===== src/rtl/lc3b_types.sv =====
// Shared LC-3b data types and the L2 request scheduler state encoding.
// Types only: no latency, no flow control.
package lc3b_types;
    typedef logic [15:0]  lc3b_word;
    typedef logic [127:0] lc3b_cacheline;

    typedef enum logic [1:0] {
        IDLE,
        SERVE_I,
        SERVE_D,
        RECOVER
    } sched_state_t;
endpackage


===== src/rtl/sat_counter.sv =====
// Saturating up-counter; count_o updates one cycle after inc_i, sticks at all-ones.
// No backpressure: every increment is accepted, excess increments past all-ones are dropped.
module sat_counter #(
    parameter int WIDTH = 16
) (
    input  logic             clk,
    input  logic             reset_n,
    input  logic             inc_i,
    output logic [WIDTH-1:0] count_o
);
    logic [WIDTH-1:0] count_q, count_d;

    always_comb begin
        count_d = count_q;
        if (inc_i && (count_q != '1)) begin
            count_d = count_q + 1'b1;
        end
    end

    always_ff @(posedge clk) begin
        if (!reset_n) begin
            count_q <= '0;
        end else begin
            count_q <= count_d;
        end
    end

    assign count_o = count_q;
endmodule


===== src/rtl/l2_req_scheduler.sv =====
// Arbitrates I/D L1 misses onto one L2 port; winner's command appears one cycle after grant.
// L1 strobes are held until resp; L2 completion (l2_resp_in) is the only backpressure, then one RECOVER cycle.
module l2_req_scheduler
    import lc3b_types::*;
#(
    parameter int COUNT_WIDTH = 16
) (
    input  logic                   clk,
    input  logic                   reset_n,
    input  lc3b_word               i_cache_address_in,
    input  lc3b_word               d_cache_address_in,
    input  lc3b_cacheline          i_cache_wdata_in,
    input  lc3b_cacheline          d_cache_wdata_in,
    input  logic                   i_cache_read_in,
    input  logic                   i_cache_write_in,
    input  logic                   d_cache_read_in,
    input  logic                   d_cache_write_in,
    input  lc3b_cacheline          l2_rdata_in,
    input  logic                   l2_resp_in,
    output lc3b_word               l2_address_out,
    output lc3b_cacheline          l2_wdata_out,
    output logic                   l2_read_out,
    output logic                   l2_write_out,
    output logic                   i_cache_resp_out,
    output logic                   d_cache_resp_out,
    output lc3b_cacheline          i_cache_rdata_out,
    output lc3b_cacheline          d_cache_rdata_out,
    output logic [COUNT_WIDTH-1:0] i_grant_count,
    output logic [COUNT_WIDTH-1:0] d_grant_count
);
    sched_state_t  state_q, state_d;
    logic          last_was_d_q, last_was_d_d;
    lc3b_word      addr_q, addr_d;
    lc3b_cacheline wdata_q, wdata_d;
    logic          rd_q, rd_d;
    logic          wr_q, wr_d;

    logic i_pend, d_pend, win_is_d;
    logic i_resp, d_resp;

    assign i_pend = i_cache_read_in | i_cache_write_in;
    assign d_pend = d_cache_read_in | d_cache_write_in;

    always_comb begin
        state_d      = state_q;
        last_was_d_d = last_was_d_q;
        addr_d       = addr_q;
        wdata_d      = wdata_q;
        rd_d         = rd_q;
        wr_d         = wr_q;
        win_is_d     = 1'b0;
        i_resp       = 1'b0;
        d_resp       = 1'b0;

        case (state_q)
            IDLE: begin
                if (i_pend || d_pend) begin
                    // On a tie, the side that did not win last time goes next.
                    win_is_d     = d_pend && (!i_pend || !last_was_d_q);
                    last_was_d_d = win_is_d;
                    if (win_is_d) begin
                        state_d = SERVE_D;
                        addr_d  = d_cache_address_in;
                        wdata_d = d_cache_wdata_in;
                        wr_d    = d_cache_write_in;
                        rd_d    = d_cache_read_in & ~d_cache_write_in;
                    end else begin
                        state_d = SERVE_I;
                        addr_d  = i_cache_address_in;
                        wdata_d = i_cache_wdata_in;
                        wr_d    = i_cache_write_in;
                        rd_d    = i_cache_read_in & ~i_cache_write_in;
                    end
                end
            end
            SERVE_I: begin
                i_resp = l2_resp_in;
                if (l2_resp_in) begin
                    state_d = RECOVER;
                    rd_d    = 1'b0;
                    wr_d    = 1'b0;
                end
            end
            SERVE_D: begin
                d_resp = l2_resp_in;
                if (l2_resp_in) begin
                    state_d = RECOVER;
                    rd_d    = 1'b0;
                    wr_d    = 1'b0;
                end
            end
            RECOVER: state_d = IDLE;
            default: state_d = IDLE;
        endcase
    end

    always_ff @(posedge clk) begin
        if (!reset_n) begin
            state_q      <= IDLE;
            last_was_d_q <= 1'b0;
            addr_q       <= '0;
            wdata_q      <= '0;
            rd_q         <= 1'b0;
            wr_q         <= 1'b0;
        end else begin
            state_q      <= state_d;
            last_was_d_q <= last_was_d_d;
            addr_q       <= addr_d;
            wdata_q      <= wdata_d;
            rd_q         <= rd_d;
            wr_q         <= wr_d;
        end
    end

    // A completion arriving while reset is asserted belongs to an aborted transaction.
    assign i_cache_resp_out  = i_resp & reset_n;
    assign d_cache_resp_out  = d_resp & reset_n;
    assign i_cache_rdata_out = l2_rdata_in;
    assign d_cache_rdata_out = l2_rdata_in;
    assign l2_address_out    = addr_q;
    assign l2_wdata_out      = wdata_q;
    assign l2_read_out       = rd_q;
    assign l2_write_out      = wr_q;

    sat_counter #(.WIDTH(COUNT_WIDTH)) u_i_cnt (
        .clk     (clk),
        .reset_n (reset_n),
        .inc_i   (i_cache_resp_out),
        .count_o (i_grant_count)
    );

    sat_counter #(.WIDTH(COUNT_WIDTH)) u_d_cnt (
        .clk     (clk),
        .reset_n (reset_n),
        .inc_i   (d_cache_resp_out),
        .count_o (d_grant_count)
    );
endmodule

===== config.mk =====
export PLATFORM = sky130hd
export DESIGN_NAME = l2_req_scheduler
export DESIGN_NICKNAME = d
export VERILOG_FILES = /design/src/rtl/lc3b_types.sv /design/src/rtl/sat_counter.sv /design/src/rtl/l2_req_scheduler.sv
export SDC_FILE = /design/constraint.sdc
export NUM_CORES = 1
export LEC_CHECK = 0
export CELL_PAD_IN_SITES_DETAIL_PLACEMENT = 0
export CELL_PAD_IN_SITES_GLOBAL_PLACEMENT = 2
export CORE_AREA = 2 2 332 334
export DETAILED_ROUTE_END_ITERATION = 10
export DIE_AREA = 0 0 334 336
export PLACE_DENSITY_LB_ADDON = 0.1
export SYNTH_ARGS = -nofsm -noshare
export SYNTH_HDL_FRONTEND = slang
export SYNTH_SLANG_ARGS = --single-unit

===== constraint.sdc =====
create_clock -name clk -period 3.65 [get_ports clk]
set_clock_uncertainty 0.05 [all_clocks]
set_input_delay 0.9125 -clock clk [delete_from_list [all_inputs] [get_ports clk]]
set_output_delay 0.9125 -clock clk [all_outputs]
set_load 0.01 [all_outputs]

==> results.yml <==
run_status:
  outcome: "finished, final reports clean"
drt:
  drc: 0
  dr.first_iter.drc_count: 246
  first_pass_iters: 4
  ant_nets: 0
  vias: 8472
  viasPerCell: 3.09
  post_drt_wl_per_cell_um: 17.5
  drt-total-wl_um: 47900
clocking:
  cts_inserted_buffers: 17
  cts_setup_buffers: 0
  cts_tree: "built"
  cts_resized: 0
  hold_buffers: 0
  cts-htree-levels: 4
  cts.sinks: 181
  clk_latency_ps: 500
  root_buffer: "clkbuf_16"
  cts_buffer_depth: 2
  clk_pin_slew_worst_paths_ps: 70
synth:
  synth-simple-area-share_pct: 11.3
  synth-seq-cells: 181
  synth_top_cell_area_share_pct: 35.7
  ys_seq_area_share_pct: 35.7
  synth_cell_types: 47
  synth.avg_cell_area_um2: 9.02
  postSynthNetCount: 1555
  synth_top_family_by_area: "buffers and inverters"
  syn_area_um2: 10200
  synth_mux_area_share_pct: 15.0
  synth-xor-area-share_pct: 0
  synthAdderAreaFrac_pct: 0.739
  synth.top_cells.by_area: "dfxtp_1, buf_4, mux2i_1, a211oi_1, nor2_1"
  synth-main-ff-cell: "dfxtp_1"
  synth-warning-count: 0
  synth_compound_area_share_pct: 14.9
  yosysTopAreaCell: "dfxtp_1"
  synth-edff-count: 0
  synthCells: 1126
  ys_async_sr_fraction_pct: 0
critical_path:
  r2r_start: "u_i_cnt.count_o[0]$_SDFFE_PN0P_"
  cp-end-kind: "output pin"
  cp_max_fo: 5
  path_cells: "clkdlybuf4s50_1 > nand3_2 > inv_2 > clkdlybuf4s50_1"
  worstPathArrival_ps: 2320
  critPathBufInv: 3
  crit_top_cell: "clkdlybuf4s50_1"
  cp_data_required_time_ps: 2690
  crit_type: "in -> out"
  startpoint_type: "input port"
  cp_slowest_cell: "clkdlybuf4s50_1"
  r2r_slack_ps: 1380
  path_delay_family: "buffers and inverters"
  r2r-end: "u_i_cnt.count_o[5]$_SDFFE_PN0P_"
  reg2regPathDepth: 5
  critical_path.max_stage_delay_ps: 560
global_routing:
  grt_overflow: 0
  grt_use_total_pct: 8.42
  grt_pass1_vias: 8803
  grt_start_max_net_pins: 70
  grt_first_pass_wirelength_um: 66300
  antenna_found_initial: 7
sta:
  hold_violations: 0
  max_freq_ghz: 0.304
  rsz0062_at_grt: "no"
  tightest_slew_ps: 1030
  finalCritPeriodShare_pct: 90.0
  fin_tns_setup_ps: 0
  setup_violations: 0
  slew_headroom_pct: 30.8
  finalCriticalPeriod_ps: 3290
  drv_slew: 0
  setup_ws_ps: 365
finish:
  seqCellArea_um2: 3620
  syn_to_final_growth_pct: 51.1
  layout-drive-gt1-share_pct: 4.74
  fin_cells: 2745
  multi_input_area_um2: 4270
  nNetsFinal: 1747
  final_cell_area_um2: 15300
  fill_cells: 12300
place:
  preCtsSetupSlack_ps: 347
  port_buffers: 474
  dp_cells: 2713
  place_congestion: 0.668
  placed_area_um2: 14800
  dp_hpwl_um: 37100
hold_path:
  hold_path_class: "reg -> reg"
  hold_path_depth: 2
  min_from: "l2_write_out$_SDFFE_PN0P_"
  min_to: "l2_write_out$_SDFFE_PN0P_"
floorplanning:
  dieArea_um2: 112000
  initial_core_util_pct: 9.37
  ioPinCount: 859
  rows: 121
  dieHeight_um: 336
  die_w_um: 334
  core_um2: 108000
power_and_ir_drop:
  peakVddDrop_uv: 298
  p_per_area_nw_per_um2: 639
  p_leak_nw: 5.65
  total_power_mw: 9.81
job:
  max_cap_violations: 0
power breakdown:
part | leakage (nW) | internal (mW) | switching (mW)
logic | 3.87 | 2.34 | 2.38
registers | 1.50 | 2.69 | 0.378
clock network | 0.280 | 1.05 | 0.973
total | 5.65 | 6.08 | 3.73
metal layers:
| metal | track usage (%) | vias up | share of wire (%) |
|---|---|---|---|
| li1 | - | 4153 | - |
| met2 | 14.2 | 389 | 49 |
| met3 | 4.38 | 109 | 10 |
| met4 | 3.62 | 12 | 2.8 |
| met5 | 0 | - | 0.15 |
| met1 | 8.78 | 3809 | 38 |
synth_stat cells (all sizes together) (4+ instances only):
cell type,count
buf,294
and3,4
nor2,154
nand4,12
nand2,19
nor3,7
nor4,5
a211oi,145
a21oi,14
or3,8
mux2i,152
o21ai,15
and4,7
o41ai,4
nand2b,5
inv,9
or4,4
o31ai,6
ha,6
clkbuf,33
nand3,11
o311ai,5
dfxtp,181
worst reg2reg max path: cells and delay by family (launching register included):
family,cells,cell delay [ps]
and+or+nand+nor,2,1050
adders and majority gates,1,290
muxes,1,160
buffers and inverters,1,100
DFF,1,510
metrics by stage:
stage	util (%)	hold slack, ps
2_1_floorplan	-	399
3_3_place_gp	13.6	424
3_5_place_dp	13.6	421
4_1_cts	14.1	436
5_1_grt	14.1	458
6_report	14.2	427
kinds of logic after synthesis:
kind of cell    after synthesis
buf+inv                     336
simple gates                243
compound gates              208
flops                       181
mux                         152
fa+ha+maj                     6
final cells by class:
type / instances / share of cell area (%)
well taps: 1414 / 11.5
multi-input cells: 609 / 27.9
flip-flops and latches: 181 / 23.6
repair buffers: 500 / 32.9
clock buffers: 26 / 3.38
inverters: 9 / 0.253
clock inverters: 5 / 0.408
diodes: 1 / 0.0163
how the worst max path moves through the flow:
| stage | from | end | depth (start not counted) |
|---|---|---|---|
| global route | l2_resp_in | d_cache_resp_out | 4 |
| finish | l2_resp_in | d_cache_resp_out | 4 |
| CTS | l2_resp_in | d_cache_resp_out | 4 |
| floorplan | d_cache_read_in | l2_wdata_out[15]$_SDFFE_PN0P_ | 7 |
| global placement | l2_resp_in | d_cache_resp_out | 4 |
| detailed placement | l2_resp_in | d_cache_resp_out | 4 |
sequential cells by signal, summed over array words and instances, names as in the netlist:
name and flops:
l2_wdata_out 128, l2_address_out 16, u_d_cnt.count_o 16, u_i_cnt.count_o 16, state_q 2, l2_read_out 1
l2_write_out 1, last_was_d_q 1
cell usage in the layout, fill, tap and decap left out, types with 7 or more instances in the layout:
master           count
nand4_1              9
clkdlybuf4s50_1    474
or3_1                8
and4_1               7
mux2i_1            152
buf_4               17
nor3_1               7
a21oi_1             14
nor2_1             154
dfxtp_1            181
nand3_1             10
a211oi_1           145
nand2_1             19
clkbuf_16           17
inv_1                7
o21ai_0             15
buf_12               9
Power figures use the tool's default switching activity.
